File: src/rtl/sync_pulse_fast_to_slow.sv
// Fast-to-slow pulse transfer: every signal_in rise becomes one signal_out pulse one clk_slow period long.
// clk_slow is sampled as data on clk_fast; events awaiting a slot queue in a saturating counter.
module sync_pulse_fast_to_slow #(
    parameter int SYNC_STAGES = 2,
    parameter int CNT_W       = 4
) (
    input  logic clk_fast,
    input  logic rst_n,
    input  logic clk_slow,
    input  logic signal_in,
    output logic signal_out
);

    localparam logic [CNT_W-1:0] CNT_MAX = '1;
    localparam logic [CNT_W-1:0] CNT_ONE = CNT_W'(1);

    logic [SYNC_STAGES-1:0] sync_q, sync_d;
    logic                   hist_q;
    logic                   in_d_q;
    logic [CNT_W-1:0]       cnt_q, cnt_d;
    logic                   out_q, out_d;

    logic ev;
    logic slow_rise;
    logic launch;

    always_comb begin
        ev        = signal_in & ~in_d_q;
        slow_rise = sync_q[SYNC_STAGES-1] & ~hist_q;
        // A same-cycle event may launch at once, so it need not be counted first.
        launch    = slow_rise & ~out_q & ((cnt_q != '0) | ev);
        sync_d    = {sync_q[SYNC_STAGES-2:0], clk_slow};

        out_d = slow_rise ? launch : out_q;

        cnt_d = cnt_q;
        if (ev && !launch) begin
            if (cnt_q != CNT_MAX) begin
                cnt_d = cnt_q + CNT_ONE;
            end
        end else if (launch && !ev) begin
            cnt_d = cnt_q - CNT_ONE;
        end
    end

    always_ff @(posedge clk_fast) begin
        if (!rst_n) begin
            sync_q <= '0;
            hist_q <= 1'b0;
            in_d_q <= 1'b0;
            cnt_q  <= '0;
            out_q  <= 1'b0;
        end else begin
            sync_q <= sync_d;
            hist_q <= sync_q[SYNC_STAGES-1];
            in_d_q <= signal_in;
            cnt_q  <= cnt_d;
            out_q  <= out_d;
        end
    end

    assign signal_out = out_q;

endmodule

File: config.mk
export PLATFORM = sky130hd
export DESIGN_NAME = sync_pulse_fast_to_slow
export DESIGN_NICKNAME = d
export VERILOG_FILES = /design/src/rtl/sync_pulse_fast_to_slow.sv
export SDC_FILE = /design/constraint.sdc
export NUM_CORES = 1
export LEC_CHECK = 0
export ABC_AREA = 1
export CORE_AREA = 2 2 39 41
export DETAILED_ROUTE_END_ITERATION = 8
export DIE_AREA = 0 0 41 43
export GPL_TIMING_DRIVEN = 0
export HOLD_SLACK_MARGIN = 0.08
export PLACE_DENSITY = 0.55
export SLEW_MARGIN = 5
export SYNTH_ARGS = -nofsm -noshare
export SYNTH_HDL_FRONTEND = slang
export SYNTH_SLANG_ARGS = --single-unit
File: constraint.sdc
create_clock -name clk_fast -period 3.05 [get_ports clk_fast]
set_input_delay 0.4575 -clock clk_fast [delete_from_list [all_inputs] [get_ports clk_fast]]
set_output_delay 0.4575 -clock clk_fast [all_outputs]
set_load 0.02 [all_outputs]
=== Word-level counts from Yosys, hierarchy flattened ===
Index checks and enable logic that the tools add are counted.
Widths: inputs -> output; s select.

* Bits in registers: 9
* Input bits: 4
* Word-level logic and storage cells: 27

* Multiplexer cells: 3
* Reductions and logical operators: 7
* Equality and inequality tests: 2
* Bitwise gates (word level): 8
* $add $sub $neg: 2

{| class="wikitable"
|+ Operators by type and width
! cell !! count
|-
| $mux 4 || 3
|-
| $add 4x1->4 const B || 1
|-
| $and 1x1->1 || 4
|-
| $ne 4x4->1 const B || 1
|-
| $reduce_bool 4->1 || 1
|-
| $sub 4x1->4 const B || 1
|-
| $not 1->1 || 3
|-
| $logic_and 1x1->1 || 2
|-
| $logic_not 1->1 || 2
|-
| $ne 2x1->1 const B || 1
|-
| $reduce_and 2->1 || 1
|-
| $reduce_bool 2->1 || 1
|-
| $or 1x1->1 || 1
|}

=== Logic depth before layout (Yosys ltp) ===
Gate-level depths: netlist of the first run.

* Depth in word-level cells: 8
* Mapped depth: 12
* Mapped depth without buffers: 12

=== Worst setup path before layout of the first run ===
No wires, ideal clock.

* Path kind: register -> register
* From: register out_q (netlist: signal_out)
* To: register cnt_q[3]
* Path buffers: 0
* Data required time: 2.940 ns
* Stages on the path, launching flop included: 13
* Data arrival time: 1.518 ns
* Setup slack: 1.422 ns
* Period minus slack after synthesis: 1.628 ns
* Cells stage by stage: dfxtp_1 > inv_1 > nand3_1 > nand2_1 > ha_1 > nand3_1 > inv_1 > nor2_1 > nand2_1 > nand3_2 > nand2_1 > inv_1 > nor2_1

* Cells in the longest elaborated chain, start to end: 7

{| class="wikitable"
|+ RTL lines
! item !! line !! RTL
|-
| start: declaration || 21 || <nowiki>logic out_q, out_d;</nowiki>
|-
| start signal: assignment || 58 || <nowiki>out_q <= out_d;</nowiki>
|-
| $not 1->1 * || 31 || <nowiki>launch = slow_rise & ~out_q & ((cnt_q != '0) | ev);</nowiki>
|-
| $and 1x1->1 * (2 in series) || 31 ||
|-
| $logic_not 1->1 || 37 || <nowiki>if (ev && !launch) begin</nowiki>
|-
| $logic_and 1x1->1 || 37 ||
|-
| $ne 2x1->1 (no line) or $reduce_bool 2->1 (tied branches) || -- ||
|-
| $reduce_and 2->1 (no line) || -- ||
|-
| end signal: assignment || 57 || <nowiki>cnt_q <= cnt_d;</nowiki>
|-
| end: declaration || 20 || <nowiki>logic [CNT_W-1:0] cnt_q, cnt_d;</nowiki>
|}

Mark *: on every way between the ends. The rest lies on a longest branch, timed or not.
A chain may end at the register's enable or synchronous reset.

=== Worst setup path in the final report of the first run ===
* From: input signal_in
* To: register cnt_q[3]

* Cells in the longest elaborated chain, start to end: 7

{| class="wikitable"
|+ RTL lines
! item !! line !! RTL
|-
| start: declaration || 10 || <nowiki>input logic signal_in,</nowiki>
|-
| $and 1x1->1 * || 28 || <nowiki>ev = signal_in & ~in_d_q;</nowiki>
|-
| $or 1x1->1 || 31 ||
|-
| $and 1x1->1 || 31 ||
|-
| $logic_not 1->1 || 37 ||
|-
| $logic_and 1x1->1 || 37 ||
|-
| $ne 2x1->1 (no line) or $reduce_bool 2->1 (tied branches) || -- ||
|-
| $reduce_and 2->1 (no line) || -- ||
|}

Marked as above.

==> qor.txt, run 1 <==
Status = complete, no violations
Die ar. = 1760 um2
I/O Buffers = 4
Final TNS setup = 0 ps
Worst stage delay on the critical path = 470 ps
Core ar. = 1380 um2
WL final = 789 um
Setup ws final = 1070 ps
Most common cell on crit path = nand2_1
Vias per inst = 4.27
Post-synth top area share = 0.360
Max_slew headroom = 0.798
Post-layout min period = 1980 ps
Fmax = 506 MHz
Synth Instances = 71
Syn avg cell area = 7.05 um2
Slew @ Worst Pin = 302 ps
Rows = 14
Starting Density = 0.362
HPWL Detailed = 628 um
CTS Sinks = 9
DRC marker count from the first detailed-route iteration = 6
Unrepaired setup endpoints after global routing = false
Placement Setup Slack = 790 ps
CP arrival = 2140 ps
Wire length per cell = 8.31 um
Hold Path Class = register to register
Fill count = 143
Buf+Inv Stages, Crit Path = 3
Hold Buf Count CTS = 0
Most common cell after layout, fill and taps aside = nand2_1
Die H = 43 um
First-pass GRT wire length = 1.35 mm
Max-cap viol count = 0
CTS Buffer Depth = 2
Share of cells above drive strength 1 = 0.127
RePlAce Congestion = 0.694
Power Dens Cells = 500 nW/um2
Static Leak = 0.317 nW
CTS tree = done
Mapped Area = 500 um2
Synthesized flop and latch total = 9
Post-synth cell types = 16
Syn nets = 78
Data required time of the worst path = 3210 ps
Vias = 406
Worst-Skew Late Latency = 260 ps
Sequential-to-total area share from yosys stat = 0.360
Width of the die = 41 um
Pin count of the biggest net entering global routing = 9
Worst vdd ir = 251 uV
Number of placed I/O pins = 5
Root Buffer = clkbuf_4
Hold_ws = 411 ps
Most Crowded Layer GR = met1
H-tree depth = 1
Post-route clock skew = 6.99 ps
Type of origin of the critical path = primary input
Largest area contributor in the netlist = dfxtp_1
GRT Overall Usage = 0.117
Antenna viol nets, final = 0
# diodes = 0
Drt first pass iters = 2
Crit-path max FO = 5
Worst-path cell chain = clkdlybuf4s50_1, inv_1, nor2_4, nand2_1, ha_1, nand2_1, nand2_1, nor2_1, nand2_1, nand3_2, nand2_1, inv_1, nor2_1
Resize count post-CTS = 0
Ys Warns = 0
Num CTS Buffers = 3
Slowest CP cell = clkdlybuf4s50_1
Top post-synthesis cells by area = dfxtp_1 36%, nand2_1 14%, inv_1 13%, ha_1 5.0%, nor2_1 4.5%
Post-CTS Setup Bufs = 0
Met2 Usage GRT = 0.150
Setup crit end kind = register
Reg clk slew, reported paths = 60 ps
Commonest non-fill, non-tap cells in the layout = 19 x nand2_1, 17 x inv_1, 9 x dfxtp_1
Slew Limit Fails = 0
Final #Nets = 87
GR Util met1 = 0.152
Area growth from synthesis to layout = 17.5%
Grt met3 use = 0.0785
Tot Pwr = 294 uW
GRT overflow = 0
Critical path class = primary input to register
CP top delay family = simple AND/OR/NAND/NOR gates
Fin util = 0.425
Crit share post-route = 0.648
DRC violations left = 0
Fin. Hold Viols = 0
Final setup viols = 0
Initial antenna violation count = 0
Vias in the first global route = 340
[routing by layer]
metal  up-vias  wire length [um]  part of all wire
li1        231                 -                 -
met1       170               404              0.51
met2         5               345              0.44
met3         0                39             0.049
met4         0                 0                 0
met5         -                 0                 0
[worst min-delay path: stages (launching register included)]
cell	delay, ps
dfxtp_1	300
nand2_1	40
inv_1	40
[metrics by stage]
| step | std cells | area [um2] |
|---|---|---|
| 2_1_floorplan | 71 | 500 |
| 3_3_place_gp | 91 | 561 |
| 3_5_place_dp | 91 | 561 |
| 4_1_cts | 95 | 588 |
| 5_1_grt | 95 | 588 |
| 6_report | 95 | 588 |
[cell type report]
| type | count | area, um2 | share of cell area |
|---|---|---|---|
| multi-input combinational | 45 | 256 | 0.436 |
| sequential | 9 | 180 | 0.306 |
| clock buffer | 3 | 22.5 | 0.0383 |
| inverter | 17 | 63.8 | 0.109 |
| timing repair buffer | 4 | 40.0 | 0.0681 |
| tap | 16 | 20.0 | 0.0340 |
| clock inverter | 1 | 5.00 | 0.00851 |
[power breakdown]
part | total, mW | internal, mW | switching, mW
Clock | 0.0893 | 0.0483 | 0.0411
Combinational | 0.0664 | 0.0289 | 0.0376
Sequential | 0.138 | 0.128 | 0.0109
[cell families (layout without fill, tap and decap cells)]
family | count (synthesis) | after routing | share of synthesized area
XOR/XNOR | 1 | 1 | 0.0175
adder cells (fa/ha/maj) | 3 | 3 | 0.0900
AO/OA/AOI/OAI | 6 | 6 | 0.0675
AND/OR/NAND/NOR | 35 | 35 | 0.338
flip-flops | 9 | 9 | 0.360
buffers and inverters | 17 | 25 | 0.127
[worst paths after layout]
kind / to / start / slack (ps) / cells after the start
hold / removal: sync_q[1]$_SDFF_PN0_ / sync_q[0]$_SDFF_PN0_ / 410 / 2
setup / recovery: cnt_q[3]$_SDFFE_PN0P_ / signal_in / 1070 / 13
hold reg to reg: sync_q[1]$_SDFF_PN0_ / sync_q[0]$_SDFF_PN0_ / 410 / 2
setup reg to reg: cnt_q[3]$_SDFFE_PN0P_ / signal_out$_SDFFE_PN0N_ / 1410 / 12
[flip-flops by register name (all words and copies together) (netlist names)]
| register | flops |
|---|---|
| in_d_q | 1 |
| hist_q | 1 |
| sync_q | 2 |
| cnt_q | 4 |
| signal_out | 1 |
[synthesized netlist by cell type, drive strengths merged]
master  instances
inv            17
a21oi           3
ha              2
nand4           1
dfxtp           9
nand3           6
o21ai           3
xor2            1
nor2            8
nand2          20
fa              1
Note: power is estimated with default switching activity, not from simulation.
==> run 2, diff against run 1 <==
--- a/config.mk
+++ b/config.mk
@@ -11,7 +11,7 @@
 export DIE_AREA = 0 0 41 43
 export GPL_TIMING_DRIVEN = 0
 export HOLD_SLACK_MARGIN = 0.08
-export PLACE_DENSITY = 0.55
+export PLACE_DENSITY = 0.57
 export SLEW_MARGIN = 5
 export SYNTH_ARGS = -nofsm -noshare
 export SYNTH_HDL_FRONTEND = slang
==> constraint.sdc (replaced) <==
create_clock -name clk_fast -period 1.7 [get_ports clk_fast]
set_input_delay 0.255 -clock clk_fast [delete_from_list [all_inputs] [get_ports clk_fast]]
set_output_delay 0.255 -clock clk_fast [all_outputs]
set_load 0.02 [all_outputs]
==> run 2 against run 1 <==
- first-iteration DRC count is 33% lower
- power increased by 95%
- non-clock buffer count is 3 higher
- sequential power rose by 83%
- setup slack lost 900 ps
- cell count is 3.2% higher
- hold slack worse by 170 ps
==> qor.txt, run 2 (synthesis results as in run 1) <==
Status = complete, no violations
Vias = 434
Vias per inst = 4.43
Buf+Inv Stages, Crit Path = 1
Wire length per cell = 9.26 um
# diodes = 0
Rows = 14
Critical path class = register to output pin
H-tree depth = 1
Antenna viol nets, final = 0
Hold Buf Count CTS = 0
Placed Instances = 91
Crit share post-route = 0.899
Unrepaired setup endpoints after global routing = false
Worst vdd ir = 413 uV
Static Leak = 0.340 nW
Post-route insts no fill = 98
Biggest regs = cnt_q: 4 flops, sync_q: 2 flops
Fill count = 150
Area growth from synthesis to layout = 31.3%
Final TNS setup = 0 ps
CTS Buffer Depth = 2
CTS tree = done
Max_slew headroom = 0.812
Root Buffer = clkbuf_4
Fmax = 654 MHz
RePlAce Congestion = 0.711
CTS Sinks = 9
WL final = 907 um
Vias in the first global route = 386
DRC marker count from the first detailed-route iteration = 4
Number of placed I/O pins = 5
Setup crit end kind = output pin
Drt first pass iters = 4
Slew @ Worst Pin = 281 ps
Fin. Hold Viols = 0
Reg clk slew, reported paths = 60 ps
Slowest CP cell = clkdlybuf4s50_1
Final #Nets = 90
Data required time of the worst path = 1440 ps
CP top delay family = buffers and inverters
Final setup viols = 0
Max-cap viol count = 0
Worst-path cell chain = clkdlybuf4s50_1
Pin count of the biggest net entering global routing = 9
CP arrival = 1270 ps
Width of the die = 41 um
Commonest non-fill, non-tap cells in the layout = 16 x inv_1, 16 x nand2_1, 9 x dfxtp_1
Starting Density = 0.362
Power Dens Cells = 874 nW/um2
First-pass GRT wire length = 1.52 mm
Largest register FFs = 4
Top reg by flops = cnt_q
Die ar. = 1760 um2
Core ar. = 1380 um2
Num CTS Buffers = 3
Crit-path max FO = 4
Initial antenna violation count = 0
DRC violations left = 0
I/O Buffers = 4
GRT Overall Usage = 0.132
HPWL Detailed = 621 um
Die H = 43 um
Share of cells above drive strength 1 = 0.244
Slew Limit Fails = 0
Post-layout min period = 1530 ps
Type of origin of the critical path = register
GRT overflow = 0
Hold Path Class = primary input to register
Worst stage delay on the critical path = 620 ps
Post-route clock skew = 0.182 ps
Worst-Skew Late Latency = 270 ps
[run 2: cell types whose count changed in the layout (fill, tap and decap cells not counted), sizes merged]
cell / change
clkdlybuf4s50: -1
dlymetal6s2s: +1
clkbuf: +1
buf: +3
clkinv: -1
[run 2: what timing repair did]
| item | in CTS | in global routing |
|---|---|---|
| endpoints found under the setup margin | 1 | 1 |
| gates cloned | 0 | 0 |
| gates resized for setup | 2 | 8 |
| pin swaps | 0 | 4 |
| setup buffers | 0 | 3 |
| hold endpoints to repair | 0 | 0 |
[run 2: worst paths after layout]
| kind | endpoint | start | cells past startpoint | slack (ps) |
|---|---|---|---|---|
| max reg2reg | cnt_q[3]$_SDFFE_PN0P_ | signal_out$_SDFFE_PN0N_ | 11 | 170 |
| min | in_d_q$_SDFF_PN0_ | signal_in | 3 | 240 |
| min reg2reg | sync_q[1]$_SDFF_PN0_ | sync_q[0]$_SDFF_PN0_ | 2 | 420 |
| max | signal_out | signal_out$_SDFFE_PN0N_ | 1 | 170 |
[run 2: per-stage QoR]
step	total power, mW	setup WS (ps)	hold WS [ps]	area (um2)	utilization
final	0.574	171	240	657	0.475
after global routing	0.614	39.1	253	657	0.475
after CTS	0.555	17.7	424	602	0.435
after detailed placement	0.375	-369	409	561	0.405
after global placement	0.370	-314	406	561	0.405
after floorplan	0.343	72.3	348	500	-
[run 2: per-layer routing]
layer / vias up / GRT usage / share of wire
met5: - / 0 / 0
met4: 0 / 0.0600 / 0.015
met2: 7 / 0.197 / 0.47
met3: 2 / 0.0785 / 0.044
li1: 233 / - / -
met1: 192 / 0.143 / 0.47
[run 2: power breakdown]
group	internal [mW]	total, mW	switching [mW]
clock network	0.0909	0.172	0.0808
logic	0.0722	0.150	0.0781
registers	0.229	0.252	0.0236
[run 2: layout make-up]
class	count	area [um2]	area share
multi-input combinational	45	302	0.459
clock buffer	4	26.3	0.0400
timing repair buffer	7	65.1	0.0990
inverter	17	63.8	0.0971
tap	16	20.0	0.0305
sequential	9	180	0.274
